<file path="src/rtl/div_rem_unit_pkg.sv">
// Shared constants for the iterative divide/remainder unit: instruction-type
// bit indices, iOp encodings and FSM state encoding.
package div_rem_unit_pkg;

  // Bit positions within iOp that classify the instruction.
  localparam int unsigned OpUnsignedIdx = 0;
  localparam int unsigned OpRemIdx      = 1;

  typedef enum logic [1:0] {
    OpDiv  = 2'b00,
    OpDivu = 2'b01,
    OpRem  = 2'b10,
    OpRemu = 2'b11
  } divOpE;

  typedef enum logic [1:0] {
    StIdle,
    StCalc,
    StFix,
    StDone
  } divStateE;

  function automatic logic opIsSigned(input logic [1:0] op);
    return !op[OpUnsignedIdx];
  endfunction

  function automatic logic opIsRem(input logic [1:0] op);
    return op[OpRemIdx];
  endfunction

endpackage

</file>
<file path="src/rtl/div_rem_step.sv">
// One combinational restoring-division step: shift in the next dividend bit,
// trial-subtract the divisor, and emit the resulting quotient bit.
module div_rem_step
  import div_rem_unit_pkg::*;
#(
  parameter int unsigned WIDTH = 32
) (
  input  logic [WIDTH-1:0] iRem,
  input  logic [WIDTH-1:0] iQuo,
  input  logic [WIDTH-1:0] iDivisor,
  output logic [WIDTH-1:0] oRem,
  output logic [WIDTH-1:0] oQuo
);

  logic [WIDTH:0] shifted;
  logic [WIDTH:0] trial;

  always_comb begin
    shifted = {iRem, iQuo[WIDTH-1]};
    trial   = shifted - {1'b0, iDivisor};
    // A borrow out of the top bit means the divisor did not fit: restore.
    if (trial[WIDTH]) begin
      oRem = shifted[WIDTH-1:0];
      oQuo = {iQuo[WIDTH-2:0], 1'b0};
    end else begin
      oRem = trial[WIDTH-1:0];
      oQuo = {iQuo[WIDTH-2:0], 1'b1};
    end
  end

endmodule

</file>
<file path="src/rtl/div_rem_unit.sv">
// Multi-cycle DIV/DIVU/REM/REMU unit: magnitudes are divided by a restoring
// radix-2 loop, then signs are fixed up; zero divisor and overflow bypass the loop.
module div_rem_unit
  import div_rem_unit_pkg::*;
#(
  parameter int unsigned WIDTH = 32
) (
  input  logic             iCLK,
  input  logic             iRST,
  input  logic             iStart,
  input  logic [1:0]       iOp,
  input  logic [WIDTH-1:0] iDividend,
  input  logic [WIDTH-1:0] iDivisor,
  input  logic             iFlush,
  output logic             oBusy,
  output logic             oReady,
  output logic [WIDTH-1:0] oResult
);

  localparam int unsigned CntW = $clog2(WIDTH) + 1;
  localparam logic [WIDTH-1:0] MinInt = {1'b1, {(WIDTH-1){1'b0}}};

  divStateE         stateQ, stateD;
  logic [CntW-1:0]  cntQ, cntD;
  logic [WIDTH-1:0] remQ, remD;
  logic [WIDTH-1:0] quoQ, quoD;
  logic [WIDTH-1:0] divisorQ, divisorD;
  logic             negQuoQ, negQuoD;
  logic             negRemQ, negRemD;
  logic             isRemQ, isRemD;
  logic [WIDTH-1:0] resultQ, resultD;

  logic [WIDTH-1:0] stepRem, stepQuo;

  div_rem_step #(
    .WIDTH(WIDTH)
  ) uStep (
    .iRem    (remQ),
    .iQuo    (quoQ),
    .iDivisor(divisorQ),
    .oRem    (stepRem),
    .oQuo    (stepQuo)
  );

  logic opSigned, opRem, dvdNeg, dvsNeg, divZero, overflow;

  always_comb begin
    opSigned = opIsSigned(iOp);
    opRem    = opIsRem(iOp);
    dvdNeg   = opSigned && iDividend[WIDTH-1];
    dvsNeg   = opSigned && iDivisor[WIDTH-1];
    divZero  = (iDivisor == '0);
    overflow = opSigned && (iDividend == MinInt) && (iDivisor == '1);
  end

  always_comb begin
    stateD   = stateQ;
    cntD     = cntQ;
    remD     = remQ;
    quoD     = quoQ;
    divisorD = divisorQ;
    negQuoD  = negQuoQ;
    negRemD  = negRemQ;
    isRemD   = isRemQ;
    resultD  = resultQ;

    if (iFlush) begin
      stateD = StIdle;
    end else begin
      unique case (stateQ)
        StIdle: begin
          if (iStart) begin
            isRemD   = opRem;
            negQuoD  = dvdNeg ^ dvsNeg;
            negRemD  = dvdNeg;
            quoD     = dvdNeg ? -iDividend : iDividend;
            divisorD = dvsNeg ? -iDivisor : iDivisor;
            remD     = '0;
            if (divZero) begin
              resultD = opRem ? iDividend : '1;
              stateD  = StDone;
            end else if (overflow) begin
              resultD = opRem ? '0 : iDividend;
              stateD  = StDone;
            end else begin
              cntD   = CntW'(WIDTH);
              stateD = StCalc;
            end
          end
        end
        StCalc: begin
          remD = stepRem;
          quoD = stepQuo;
          cntD = cntQ - CntW'(1);
          if (cntQ == CntW'(1)) begin
            stateD = StFix;
          end
        end
        StFix: begin
          if (isRemQ) begin
            resultD = negRemQ ? -remQ : remQ;
          end else begin
            resultD = negQuoQ ? -quoQ : quoQ;
          end
          stateD = StDone;
        end
        StDone: begin
          stateD = StIdle;
        end
        default: begin
          stateD = StIdle;
        end
      endcase
    end
  end

  always_ff @(posedge iCLK) begin
    if (iRST) begin
      stateQ   <= StIdle;
      cntQ     <= '0;
      remQ     <= '0;
      quoQ     <= '0;
      divisorQ <= '0;
      negQuoQ  <= 1'b0;
      negRemQ  <= 1'b0;
      isRemQ   <= 1'b0;
      resultQ  <= '0;
    end else begin
      stateQ   <= stateD;
      cntQ     <= cntD;
      remQ     <= remD;
      quoQ     <= quoD;
      divisorQ <= divisorD;
      negQuoQ  <= negQuoD;
      negRemQ  <= negRemD;
      isRemQ   <= isRemD;
      resultQ  <= resultD;
    end
  end

  // A flush arriving during DONE suppresses the completion pulse.
  always_comb begin
    oBusy   = (stateQ == StCalc) || (stateQ == StFix);
    oReady  = (stateQ == StDone) && !iFlush;
    oResult = resultQ;
  end

endmodule

</file>
<file path="config.mk">
export PLATFORM = sky130hd
export DESIGN_NAME = div_rem_unit
export DESIGN_NICKNAME = d
export VERILOG_FILES = /design/src/rtl/div_rem_unit_pkg.sv /design/src/rtl/div_rem_step.sv /design/src/rtl/div_rem_unit.sv
export SDC_FILE = /design/constraint.sdc
export NUM_CORES = 1
export LEC_CHECK = 0
export BUFFER_PORTS_ARGS = -buffer_cell sky130_fd_sc_hd__buf_2
export CAP_MARGIN = 10
export CORE_UTILIZATION = 55
export DETAILED_ROUTE_END_ITERATION = 10
export PLACE_DENSITY_LB_ADDON = 0.3
export REMOVE_ABC_BUFFERS = 1
export SLEW_MARGIN = 20
export SYNTH_ARGS = -nofsm -noshare
export SYNTH_HDL_FRONTEND = slang
export SYNTH_HIERARCHICAL = 1
export SYNTH_SLANG_ARGS = --single-unit
</file>
<file path="constraint.sdc">
create_clock -name iCLK -period 5 [get_ports iCLK]
set_input_delay 0.25 -clock iCLK [delete_from_list [all_inputs] [get_ports iCLK]]
set_output_delay 0.25 -clock iCLK [all_outputs]
set_load 0.01 [all_outputs]
</file>
==> results of run 1 <==
==> metrics by stage <==
stage / cell area [µm²] / total power [mW]
4_1_cts: 12600 / 3.30
2_1_floorplan: 11000 / 1.74
6_report: 12600 / 3.31
3_3_place_gp: 12000 / 1.98
5_1_grt: 12600 / 3.45
3_5_place_dp: 12000 / 1.99
==> cells by family (layout without fill, tap and decap cells) <==
group,count (synthesis),after routing,synth area share
xor+xnor,135,135,0.101
buf+inv,184,207,0.0796
fa+ha+maj,63,63,0.0639
mux,37,37,0.0413
simple gates,495,495,0.211
flops,139,139,0.237
compound gates,458,458,0.266
==> flip-flops by register name, indices dropped and copies added (netlist names) <==
name,flops
cntQ,6
divisorQ,32
isRemQ,1
negQuoQ,1
negRemQ,1
oResult,32
quoQ,32
remQ,32
stateQ,2
==> critical path, stage by stage, from the launching register on <==
cell and delay, ps:
sky130_fd_sc_hd__dfxtp_1 460, sky130_fd_sc_hd__inv_1 80, sky130_fd_sc_hd__ha_1 210, sky130_fd_sc_hd__fa_1 410
sky130_fd_sc_hd__and2b_1 240, sky130_fd_sc_hd__o2111ai_2 130, sky130_fd_sc_hd__a21oi_2 220, sky130_fd_sc_hd__o2111ai_1 240
sky130_fd_sc_hd__a211oi_2 340, sky130_fd_sc_hd__nor2_4 110, sky130_fd_sc_hd__mux2i_4 380, sky130_fd_sc_hd__and2_4 330
sky130_fd_sc_hd__inv_8 120, sky130_fd_sc_hd__mux2_4 320, sky130_fd_sc_hd__a22oi_1 200, sky130_fd_sc_hd__nor2_1 60
==> cell usage after synthesis, drive strengths merged, types with 27 or more instances <==
library cell | number | share of area
xor2 | 69 | 0.052
nand3 | 36 | 0.015
inv | 54 | 0.018
clkbuf | 71 | 0.023
o31ai | 38 | 0.028
ha | 43 | 0.046
o21ai | 87 | 0.037
xnor2 | 66 | 0.049
a211oi | 27 | 0.018
a22oi | 39 | 0.025
a21oi | 106 | 0.046
o211ai | 36 | 0.023
dfxtp | 139 | 0.24
nand2 | 135 | 0.043
nor3 | 36 | 0.017
nor2 | 142 | 0.046
buf | 55 | 0.036
==> worst max-delay path by stage <==
stage                   start       end
global placement     quoQ[31]   remQ[4]
floorplan           stateQ[0]  quoQ[17]
detailed placement   quoQ[31]  remQ[24]
CTS                  quoQ[31]  remQ[23]
global route         quoQ[31]  remQ[28]
finish               quoQ[31]  remQ[23]
==> metal layers <==
metal / GRT usage / vias up / share of wire
met5: 0 / - / 0
met2: 0.512 / 520 / 0.46
li1: - / 5537 / -
met1: 0.441 / 5503 / 0.44
met3: 0.0583 / 70 / 0.080
met4: 0.118 / 0 / 0.025
==> power breakdown <==
group | switching (mW) | total (mW) | internal, mW
clock network | 0.519 | 1.32 | 0.802
registers | 0.0574 | 1.21 | 1.16
logic | 0.484 | 0.778 | 0.294
==> area by class of cell <==
cell class,instances,area share
inverter,56,0.0172
clock inverter,9,0.00872
multi-input combinational,1188,0.636
clock buffer,23,0.0394
sequential,139,0.221
tap,275,0.0273
timing repair buffer,119,0.0505
==> run_summary.xml, run 1 <==
<?xml version="1.0" encoding="UTF-8"?>
<metrics>
  <group name="clock_network">
    <metric name="postCtsSetupRepairBufs" unit="">0</metric>
    <metric name="htree_levels" unit="">4</metric>
    <metric name="cts_hold_buf" unit="">0</metric>
    <metric name="cts_sinks" unit="">139</metric>
    <metric name="cts_tree" unit="">yes</metric>
    <metric name="cts.root.buffer_cell" unit="">sky130_fd_sc_hd__clkbuf_16</metric>
    <metric name="post_cts.resized_instances" unit="">0</metric>
    <metric name="tritoncts.num_buffers" unit="">17</metric>
    <metric name="clk_transition_reported_paths" unit="ps">60</metric>
    <metric name="insertion_delay" unit="ps">430</metric>
    <metric name="cts-root-to-sink-buffers" unit="">2</metric>
  </group>
  <group name="cells_and_area">
    <metric name="commonest_non_fill_non_tap_cells_in_the_layout" unit="">sky130_fd_sc_hd__nor2_1 (140), sky130_fd_sc_hd__dfxtp_1 (138), sky130_fd_sc_hd__nand2_1 (135)</metric>
    <metric name="antennaDiodeCount" unit="">0</metric>
    <metric name="sequential_cell_area" unit="mm²">0.00278</metric>
    <metric name="layout_commonest_cell" unit="">sky130_fd_sc_hd__nor2_1</metric>
    <metric name="layout_cell_share_with_drive_strength_beyond_1" unit="">0.147</metric>
    <metric name="multi_input_comb_area" unit="mm²">0.00803</metric>
    <metric name="utilization_after_layout" unit="">0.602</metric>
    <metric name="n_fill_cell" unit="">1987</metric>
    <metric name="finalNonFillerCells" unit="">1809</metric>
    <metric name="area.growth.synth_to_final" unit="%">7.73</metric>
    <metric name="design.final.nets" unit="">1635</metric>
  </group>
  <group name="critical_path">
    <metric name="end_kind" unit="">register</metric>
    <metric name="regToRegStartpoint" unit="">quoQ[31]</metric>
    <metric name="crit_path_max_fanout" unit="">24</metric>
    <metric name="worst_ep_arrival_time" unit="ps">4310</metric>
    <metric name="critical_path_class" unit="">reg -&gt; reg</metric>
    <metric name="critical_path_required" unit="ps">5280</metric>
    <metric name="regToRegEndpoint" unit="">remQ[23]</metric>
    <metric name="worst-r2r-setup-slack" unit="ps">970</metric>
    <metric name="reg2reg_depth" unit="">15</metric>
    <metric name="setup.worst_path.start_class" unit="">register</metric>
  </group>
  <group name="sta">
    <metric name="fin_crit" unit="ps">4030</metric>
    <metric name="maxSlewHeadroom" unit="">0.254</metric>
    <metric name="final-max-slew-violation-count" unit="">0</metric>
    <metric name="timing_worst_slew_pin_value" unit="ps">1120</metric>
    <metric name="timing.hold.ws" unit="ps">98.4</metric>
    <metric name="max_freq" unit="MHz">248</metric>
    <metric name="final_setup_tns" unit="ps">0</metric>
    <metric name="timing.final.setup_violations" unit="">0</metric>
    <metric name="clock_skew" unit="ps">10.2</metric>
    <metric name="period_share" unit="">0.806</metric>
    <metric name="final_critical_path_setup_slack" unit="ps">968</metric>
    <metric name="grt_setup_unrepaired" unit="">no</metric>
    <metric name="timing_hold_violations_final" unit="">0</metric>
  </group>
  <group name="grt">
    <metric name="grt_pass1_wl" unit="µm">56600</metric>
    <metric name="total_grt_usage" unit="">0.325</metric>
    <metric name="grt_overflow" unit="">0</metric>
    <metric name="grt_antenna_before_repair" unit="">0</metric>
    <metric name="grt_start_max_net_pins" unit="">71</metric>
    <metric name="first_global_vias" unit="">10700</metric>
  </group>
  <group name="pwr">
    <metric name="ir_drop_worst_vdd" unit="mV">0.213</metric>
    <metric name="static_leakage" unit="nW">4.87</metric>
    <metric name="p_per_area" unit="mW/mm²">262</metric>
  </group>
  <group name="logic_synthesis">
    <metric name="synth_enable_flop_cells" unit="">0</metric>
    <metric name="ys.flop_type" unit="">sky130_fd_sc_hd__dfxtp_1</metric>
    <metric name="post_synthesis_cell_type_count" unit="">103</metric>
    <metric name="synthesis.area" unit="mm²">0.0117</metric>
    <metric name="ys_seq_area_frac" unit="">0.237</metric>
    <metric name="netlist_instances" unit="">1511</metric>
    <metric name="synthArstFlopShare" unit="">0</metric>
    <metric name="syn-mean-instance-area" unit="µm²">7.75</metric>
    <metric name="ys_warn_count" unit="">6</metric>
    <metric name="yosys_register_bits" unit="">139</metric>
  </group>
  <group name="hold_path">
    <metric name="min_delay_path_depth" unit="">2</metric>
    <metric name="hold-path-endpoint" unit="">stateQ[0]</metric>
    <metric name="timing.hold.worst.start" unit="">iFlush</metric>
    <metric name="worst_hold_path_type" unit="">in -&gt; reg</metric>
  </group>
  <group name="floorplanning">
    <metric name="core_area" unit="mm²">0.0210</metric>
    <metric name="floorplan.io_pins" unit="">104</metric>
    <metric name="die_area" unit="mm²">0.0219</metric>
    <metric name="die_height" unit="µm">148</metric>
    <metric name="die_width" unit="µm">148</metric>
    <metric name="row_count" unit="">53</metric>
    <metric name="initial_core_util" unit="">0.559</metric>
  </group>
  <group name="routing">
    <metric name="drt_wl_total" unit="µm">35100</metric>
    <metric name="route.vias.total" unit="">11600</metric>
    <metric name="routed_via_density" unit="">6.43</metric>
    <metric name="ant_nets" unit="">0</metric>
    <metric name="detailedRoute.firstIterationViolations" unit="">1187</metric>
    <metric name="drc" unit="">0</metric>
    <metric name="first_pass_iters" unit="">6</metric>
    <metric name="avgRoutedWirePerCell" unit="µm">19.4</metric>
  </group>
  <group name="placement">
    <metric name="place_ws" unit="ps">1100</metric>
    <metric name="place_congestion" unit="">0.933</metric>
    <metric name="port_buffers" unit="">103</metric>
    <metric name="placed_cells_incl_taps" unit="">1777</metric>
    <metric name="dpl.hpwl" unit="µm">24800</metric>
  </group>
  <group name="job">
    <metric name="drv.max_cap_violation_count" unit="">0</metric>
  </group>
  <group name="status">
    <metric name="run_status" unit="">completed</metric>
  </group>
</metrics>
No activity file was read; power rests on OpenSTA's default activity.
==> inputs of run 2 (changes only) <==
Clock period 5 ns to 3.6 ns, I/O delays scaled along.
==> run_summary.xml, run 2 (synthesized netlist as in run 1, its figures left out) <==
<?xml version="1.0" encoding="UTF-8"?>
<metrics>
  <group name="sta">
    <metric name="fin_crit" unit="ps">3420</metric>
    <metric name="final-max-slew-violation-count" unit="">0</metric>
    <metric name="maxSlewHeadroom" unit="">0.265</metric>
    <metric name="period_share" unit="">0.949</metric>
    <metric name="timing_hold_violations_final" unit="">0</metric>
    <metric name="grt_setup_unrepaired" unit="">no</metric>
    <metric name="timing.final.setup_violations" unit="">0</metric>
    <metric name="clock_skew" unit="ps">11.3</metric>
    <metric name="timing_worst_slew_pin_value" unit="ps">1100</metric>
    <metric name="timing.hold.ws" unit="ps">34.8</metric>
    <metric name="max_freq" unit="MHz">293</metric>
    <metric name="final_setup_tns" unit="ps">0</metric>
    <metric name="final_critical_path_setup_slack" unit="ps">183</metric>
  </group>
  <group name="critical_path">
    <metric name="critPathSlowestCell" unit="">sky130_fd_sc_hd__fa_2</metric>
    <metric name="regToRegStartpoint" unit="">quoQ[31]</metric>
    <metric name="end_kind" unit="">register</metric>
    <metric name="critical_path.max_stage_delay" unit="ps">350</metric>
    <metric name="worst-r2r-setup-slack" unit="ps">180</metric>
    <metric name="worst-path-buf-inv" unit="">2</metric>
    <metric name="worst_ep_arrival_time" unit="ps">3700</metric>
    <metric name="regToRegEndpoint" unit="">remQ[4]</metric>
    <metric name="crit_path_max_fanout" unit="">12</metric>
    <metric name="path_delay_family" unit="">compound AO/OA/AOI/OAI gates</metric>
    <metric name="path_common_cell" unit="">sky130_fd_sc_hd__o2111ai_2</metric>
    <metric name="reg2reg_depth" unit="">15</metric>
    <metric name="cp_cell_sequence" unit="">inv_1, ha_1, fa_2, and2b_1, o2111ai_2, a21oi_2, o2111ai_2, a211oi_2, nor2_4, mux2i_4, and2_4, inv_8, mux2_2, a22oi_1, nor2_1</metric>
    <metric name="critical_path_class" unit="">reg -&gt; reg</metric>
    <metric name="timing.critical_path.from" unit="">quoQ[31]</metric>
    <metric name="setup.worst_path.start_class" unit="">register</metric>
    <metric name="critical_path_required" unit="ps">3880</metric>
  </group>
  <group name="pwr">
    <metric name="p_per_area" unit="mW/mm²">352</metric>
    <metric name="internal-power" unit="mW">3.06</metric>
    <metric name="combinationalPowerShare" unit="">0.246</metric>
    <metric name="switching_share" unit="">0.323</metric>
    <metric name="ir_drop_worst_vdd" unit="mV">0.353</metric>
    <metric name="p_switching" unit="mW">1.46</metric>
    <metric name="fin_total_pwr" unit="mW">4.51</metric>
    <metric name="power.share.sequential" unit="">0.373</metric>
    <metric name="p_clk_frac" unit="">0.381</metric>
    <metric name="static_leakage" unit="nW">5.02</metric>
  </group>
  <group name="routing">
    <metric name="route.vias.total" unit="">11700</metric>
    <metric name="detailedRoute.firstIterationViolations" unit="">1112</metric>
    <metric name="drc" unit="">0</metric>
    <metric name="first_pass_iters" unit="">6</metric>
    <metric name="drt_wl_total" unit="µm">35600</metric>
    <metric name="routed_via_density" unit="">6.36</metric>
    <metric name="ant_nets" unit="">0</metric>
    <metric name="avgRoutedWirePerCell" unit="µm">19.4</metric>
  </group>
  <group name="cells_and_area">
    <metric name="layout_cell_share_with_drive_strength_beyond_1" unit="">0.165</metric>
    <metric name="commonest_non_fill_non_tap_cells_in_the_layout" unit="">sky130_fd_sc_hd__nor2_1 (140), sky130_fd_sc_hd__dfxtp_1 (137), sky130_fd_sc_hd__nand2_1 (135)</metric>
    <metric name="antennaDiodeCount" unit="">0</metric>
    <metric name="area.growth.synth_to_final" unit="%">9.54</metric>
    <metric name="utilization_after_layout" unit="">0.612</metric>
    <metric name="design.final.nets" unit="">1667</metric>
    <metric name="layout_commonest_cell" unit="">sky130_fd_sc_hd__nor2_1</metric>
  </group>
  <group name="hold_path">
    <metric name="min_delay_path_depth" unit="">2</metric>
    <metric name="worst_hold_path_type" unit="">in -&gt; reg</metric>
    <metric name="timing.hold.worst.start" unit="">iFlush</metric>
    <metric name="hold-path-endpoint" unit="">stateQ[1]</metric>
  </group>
  <group name="grt">
    <metric name="grt_overflow" unit="">0</metric>
    <metric name="first_global_vias" unit="">10600</metric>
    <metric name="grt_antenna_before_repair" unit="">0</metric>
    <metric name="grt_pass1_wl" unit="µm">55900</metric>
    <metric name="total_grt_usage" unit="">0.323</metric>
    <metric name="grt_start_max_net_pins" unit="">78</metric>
  </group>
  <group name="floorplanning">
    <metric name="die_width" unit="µm">148</metric>
    <metric name="floorplan.io_pins" unit="">104</metric>
    <metric name="core_area" unit="mm²">0.0210</metric>
    <metric name="die_height" unit="µm">148</metric>
    <metric name="die_area" unit="mm²">0.0219</metric>
    <metric name="initial_core_util" unit="">0.559</metric>
    <metric name="row_count" unit="">53</metric>
  </group>
  <group name="clock_network">
    <metric name="cts_sinks" unit="">139</metric>
    <metric name="htree_levels" unit="">4</metric>
    <metric name="clk_transition_reported_paths" unit="ps">60</metric>
    <metric name="cts-root-to-sink-buffers" unit="">2</metric>
    <metric name="cts.root.buffer_cell" unit="">sky130_fd_sc_hd__clkbuf_16</metric>
    <metric name="cts_tree" unit="">yes</metric>
    <metric name="insertion_delay" unit="ps">430</metric>
    <metric name="tritoncts.num_buffers" unit="">17</metric>
  </group>
  <group name="placement">
    <metric name="place_ws" unit="ps">44.0</metric>
    <metric name="place_congestion" unit="">0.964</metric>
    <metric name="port_buffers" unit="">103</metric>
    <metric name="dpl.hpwl" unit="µm">25500</metric>
  </group>
  <group name="status">
    <metric name="run_status" unit="">completed</metric>
  </group>
  <group name="job">
    <metric name="drv.max_cap_violation_count" unit="">0</metric>
  </group>
</metrics>
==> run 2: changes by cell type in the layout (fill, tap and decap cells not counted), moves of 2 or more <==
| cell | change |
|---|---|
| sky130_fd_sc_hd__clkinv_2 | +4 |
| sky130_fd_sc_hd__a22oi_1 | -2 |
| sky130_fd_sc_hd__a22oi_2 | +2 |
| sky130_fd_sc_hd__clkinvlp_4 | -2 |
| sky130_fd_sc_hd__clkbuf_1 | +3 |
| sky130_fd_sc_hd__clkbuf_8 | -4 |
| sky130_fd_sc_hd__buf_4 | +30 |
==> run 2: cell type report <==
cell class,instances,area (µm²)
Fill cell,1965,8120
Multi-Input combinational cell,1188,8050
Sequential cell,139,2790
Timing Repair Buffer,149,863
Clock buffer,22,454
Tap cell,275,344
Inverter,56,223
Clock inverter,9,97.6
Timing Repair inverter,2,20.0
==> run 2: through the flow <==
step           cell area [µm²]  instances
2_1_floorplan            11000       1383
3_3_place_gp             12200       1805
3_5_place_dp             12200       1805
5_1_grt                  12800       1840
4_1_cts                  12800       1836
6_report                 12800       1840
==> run 2: routing by layer <==
metal	wire, µm	part of all wire	global-route usage
met5	0	0	0
met4	1170	0.033	0.139
met3	2800	0.079	0.0596
met2	16300	0.46	0.522
met1	15300	0.43	0.419
==> run 2: timing repair <==
action / in CTS / in global routing
hold buffers: 0 / 0
setup endpoints to repair: 0 / 23
resized for setup: 0 / 8
buffers inserted: 0 / 2
==> run 2: worst max path at each step <==
stage / slack [ps] / end / depth (start not counted)
final: 180 / remQ[4] / 15
after detailed placement: 40 / remQ[4] / 15
after global routing: 10 / remQ[14] / 15
after floorplan: -3760 / quoQ[17] / 8
after global placement: 110 / remQ[7] / 15
after CTS: 20 / remQ[5] / 15
==> run 2: worst register-to-register path: stages (launching register included) <==
cell and delay, ps:
sky130_fd_sc_hd__dfxtp_1 320, sky130_fd_sc_hd__inv_1 40, sky130_fd_sc_hd__ha_1 200, sky130_fd_sc_hd__fa_2 350, sky130_fd_sc_hd__and2b_1 240, sky130_fd_sc_hd__o2111ai_2 130
sky130_fd_sc_hd__a21oi_2 250, sky130_fd_sc_hd__o2111ai_2 170, sky130_fd_sc_hd__a211oi_2 320, sky130_fd_sc_hd__nor2_4 110, sky130_fd_sc_hd__mux2i_4 200, sky130_fd_sc_hd__and2_4 230
sky130_fd_sc_hd__inv_8 150, sky130_fd_sc_hd__mux2_2 350, sky130_fd_sc_hd__a22oi_1 170, sky130_fd_sc_hd__nor2_1 50
==> run 2: power by group through the flow <==
stage                     sequential (mW)  combinational [mW]  clock [mW]
after CTS                            1.68                1.07        1.73
after global placement               1.71                1.05           0
after detailed placement             1.71                1.06           0
final                                1.68                1.11        1.72
after floorplan                      1.70               0.723           0
after global routing                 1.69                1.21        1.80
==> inputs of run 3 (changes only) <==
==> constraint.sdc (replaced) <==
create_clock -name iCLK -period 3.6 [get_ports iCLK]
set_input_delay 0.36 -clock iCLK [delete_from_list [all_inputs] [get_ports iCLK]]
set_output_delay 0.36 -clock iCLK [all_outputs]
set_load 0.01 [all_outputs]
==> run_summary.xml, run 3 (synthesized netlist as in run 1, its figures left out) <==
<?xml version="1.0" encoding="UTF-8"?>
<metrics>
  <group name="sta">
    <metric name="clock_skew" unit="ps">8.43</metric>
    <metric name="period_share" unit="">0.951</metric>
    <metric name="final-max-slew-violation-count" unit="">0</metric>
    <metric name="timing_hold_violations_final" unit="">0</metric>
    <metric name="max_freq" unit="MHz">292</metric>
    <metric name="maxSlewHeadroom" unit="">0.343</metric>
    <metric name="timing_worst_slew_pin_value" unit="ps">985</metric>
    <metric name="timing.final.setup_violations" unit="">0</metric>
    <metric name="fin_crit" unit="ps">3420</metric>
  </group>
  <group name="critical_path">
    <metric name="critical_path_required" unit="ps">3870</metric>
    <metric name="setup.worst_path.start_class" unit="">register</metric>
    <metric name="regToRegStartpoint" unit="">quoQ[31]</metric>
    <metric name="crit_path_max_fanout" unit="">12</metric>
    <metric name="regToRegEndpoint" unit="">remQ[20]</metric>
    <metric name="critPathSlowestCell" unit="">sky130_fd_sc_hd__a211oi_2</metric>
    <metric name="crit_end" unit="">remQ[20]</metric>
    <metric name="critical_path.max_stage_delay" unit="ps">370</metric>
    <metric name="critical_path_class" unit="">reg -&gt; reg</metric>
    <metric name="end_kind" unit="">register</metric>
    <metric name="worst_ep_arrival_time" unit="ps">3700</metric>
    <metric name="reg2reg_depth" unit="">15</metric>
    <metric name="worst-r2r-setup-slack" unit="ps">180</metric>
    <metric name="cp_cell_sequence" unit="">inv_1, ha_1, fa_2, and2b_2, o2111ai_4, a21oi_4, o2111ai_2, a211oi_2, nor2_4, mux2i_4, and2_4, inv_8, mux2_4, a22oi_1, nor2_1</metric>
    <metric name="timing.critical_path.from" unit="">quoQ[31]</metric>
  </group>
  <group name="floorplanning">
    <metric name="row_count" unit="">53</metric>
    <metric name="initial_core_util" unit="">0.559</metric>
    <metric name="core_area" unit="mm²">0.0210</metric>
    <metric name="floorplan.io_pins" unit="">104</metric>
    <metric name="die_width" unit="µm">148</metric>
    <metric name="die_height" unit="µm">148</metric>
    <metric name="die_area" unit="mm²">0.0219</metric>
  </group>
  <group name="placement">
    <metric name="dpl.hpwl" unit="µm">25900</metric>
    <metric name="port_buffers" unit="">103</metric>
    <metric name="place_congestion" unit="">0.965</metric>
  </group>
  <group name="pwr">
    <metric name="power.share.sequential" unit="">0.367</metric>
    <metric name="internal-power" unit="mW">3.11</metric>
    <metric name="ir_drop_worst_vdd" unit="mV">0.285</metric>
    <metric name="combinationalPowerShare" unit="">0.244</metric>
    <metric name="p_per_area" unit="mW/mm²">354</metric>
    <metric name="static_leakage" unit="nW">5.04</metric>
    <metric name="p_switching" unit="mW">1.48</metric>
    <metric name="p_clk_frac" unit="">0.389</metric>
    <metric name="fin_total_pwr" unit="mW">4.58</metric>
    <metric name="switching_share" unit="">0.322</metric>
  </group>
  <group name="hold_path">
    <metric name="min_delay_path_depth" unit="">2</metric>
    <metric name="worst_hold_path_type" unit="">in -&gt; reg</metric>
  </group>
  <group name="job">
    <metric name="drv.max_cap_violation_count" unit="">0</metric>
  </group>
  <group name="cells_and_area">
    <metric name="commonest_non_fill_non_tap_cells_in_the_layout" unit="">sky130_fd_sc_hd__nor2_1 (140), sky130_fd_sc_hd__dfxtp_1 (138), sky130_fd_sc_hd__nand2_1 (135)</metric>
    <metric name="antennaDiodeCount" unit="">0</metric>
    <metric name="layout_commonest_cell" unit="">sky130_fd_sc_hd__nor2_1</metric>
    <metric name="layout_cell_share_with_drive_strength_beyond_1" unit="">0.170</metric>
    <metric name="n_fill_cell" unit="">1962</metric>
    <metric name="design.final.nets" unit="">1667</metric>
    <metric name="area.growth.synth_to_final" unit="%">10.4</metric>
    <metric name="utilization_after_layout" unit="">0.618</metric>
  </group>
  <group name="status">
    <metric name="run_status" unit="">completed</metric>
  </group>
  <group name="grt">
    <metric name="grt_antenna_before_repair" unit="">0</metric>
    <metric name="grt_start_max_net_pins" unit="">83</metric>
    <metric name="total_grt_usage" unit="">0.326</metric>
    <metric name="grt_overflow" unit="">0</metric>
    <metric name="first_global_vias" unit="">10900</metric>
    <metric name="grt_pass1_wl" unit="µm">57000</metric>
  </group>
  <group name="clock_network">
    <metric name="cts.root.buffer_cell" unit="">sky130_fd_sc_hd__clkbuf_16</metric>
    <metric name="clk_transition_reported_paths" unit="ps">60</metric>
    <metric name="cts_sinks" unit="">139</metric>
    <metric name="htree_levels" unit="">4</metric>
    <metric name="cts-root-to-sink-buffers" unit="">2</metric>
    <metric name="tritoncts.num_buffers" unit="">17</metric>
    <metric name="cts_tree" unit="">yes</metric>
    <metric name="insertion_delay" unit="ps">430</metric>
  </group>
  <group name="routing">
    <metric name="drt_wl_total" unit="µm">35600</metric>
    <metric name="route.vias.total" unit="">11700</metric>
    <metric name="detailedRoute.firstIterationViolations" unit="">894</metric>
    <metric name="drc" unit="">0</metric>
    <metric name="avgRoutedWirePerCell" unit="µm">19.3</metric>
    <metric name="ant_nets" unit="">0</metric>
    <metric name="routed_via_density" unit="">6.33</metric>
    <metric name="first_pass_iters" unit="">6</metric>
  </group>
</metrics>
run 3: worst min-delay path by stage:
stage                       startpoint           end  slack (ps)
after global placement      oResult[9]    oResult[9]         440
after global routing            iFlush     stateQ[0]         230
after detailed placement   oResult[21]   oResult[21]         450
after CTS                       iFlush     stateQ[0]         210
after floorplan           divisorQ[30]  divisorQ[30]         430
final                           iFlush     stateQ[0]         220
run 3: worst max-delay path, delay by kind of cell, from the launching register on:
family / cells / cell delay [ps]
mux: 2 / 510
compound gates: 5 / 1050
simple gates: 4 / 640
fa+ha+maj: 2 / 550
buf+inv: 2 / 190
flops: 1 / 330
run 3: stage by stage:
step	setup TNS [ps]	instances	area, µm²	hold slack, ps	worst slack (ps)
2_1_floorplan	-335270	1383	11000	426	-3760
3_5_place_dp	-1.50	1805	12200	446	-1.50
5_1_grt	-2.27	1841	12900	233	-1.64
4_1_cts	0	1837	12800	210	7.21
6_report	0	1841	12900	224	175
3_3_place_gp	0	1805	12200	442	110
run 3: power by group through the flow:
stage                     logic, mW  registers, mW  clock network, mW
after floorplan               0.723           1.70                  0
after CTS                      1.08           1.68               1.80
after global placement         1.06           1.71                  0
after detailed placement       1.07           1.71                  0
after global routing           1.22           1.69               1.86
final                          1.12           1.68               1.78
run 3: routing by layer:
metal / vias up / global-route usage / wire length, µm
li1: 5590 / - / -
met1: 5539 / 0.430 / 15700
met2: 442 / 0.523 / 16300
met3: 90 / 0.0543 / 2360
met4: 0 / 0.144 / 1240
met5: - / 0 / 0
run 3: timing repair:
item,4_1_cts,5_1_grt
pin swaps,1,4
setup buffers,0,2
endpoints found under the setup margin,5,26
gates resized for setup,0,15
hold buffers,0,0
cloned,0,2
run 3: final cells by class:
cell class / instances / area [µm²] / share of cell area
multi-input combinational: 1188 / 8090 / 0.625
inverter: 56 / 223 / 0.0172
timing repair buffer: 149 / 888 / 0.0686
sequential: 139 / 2780 / 0.215
tap: 275 / 344 / 0.0266
timing repair inverter: 2 / 22.5 / 0.00174
clock buffer: 21 / 470 / 0.0364
clock inverter: 11 / 119 / 0.00918
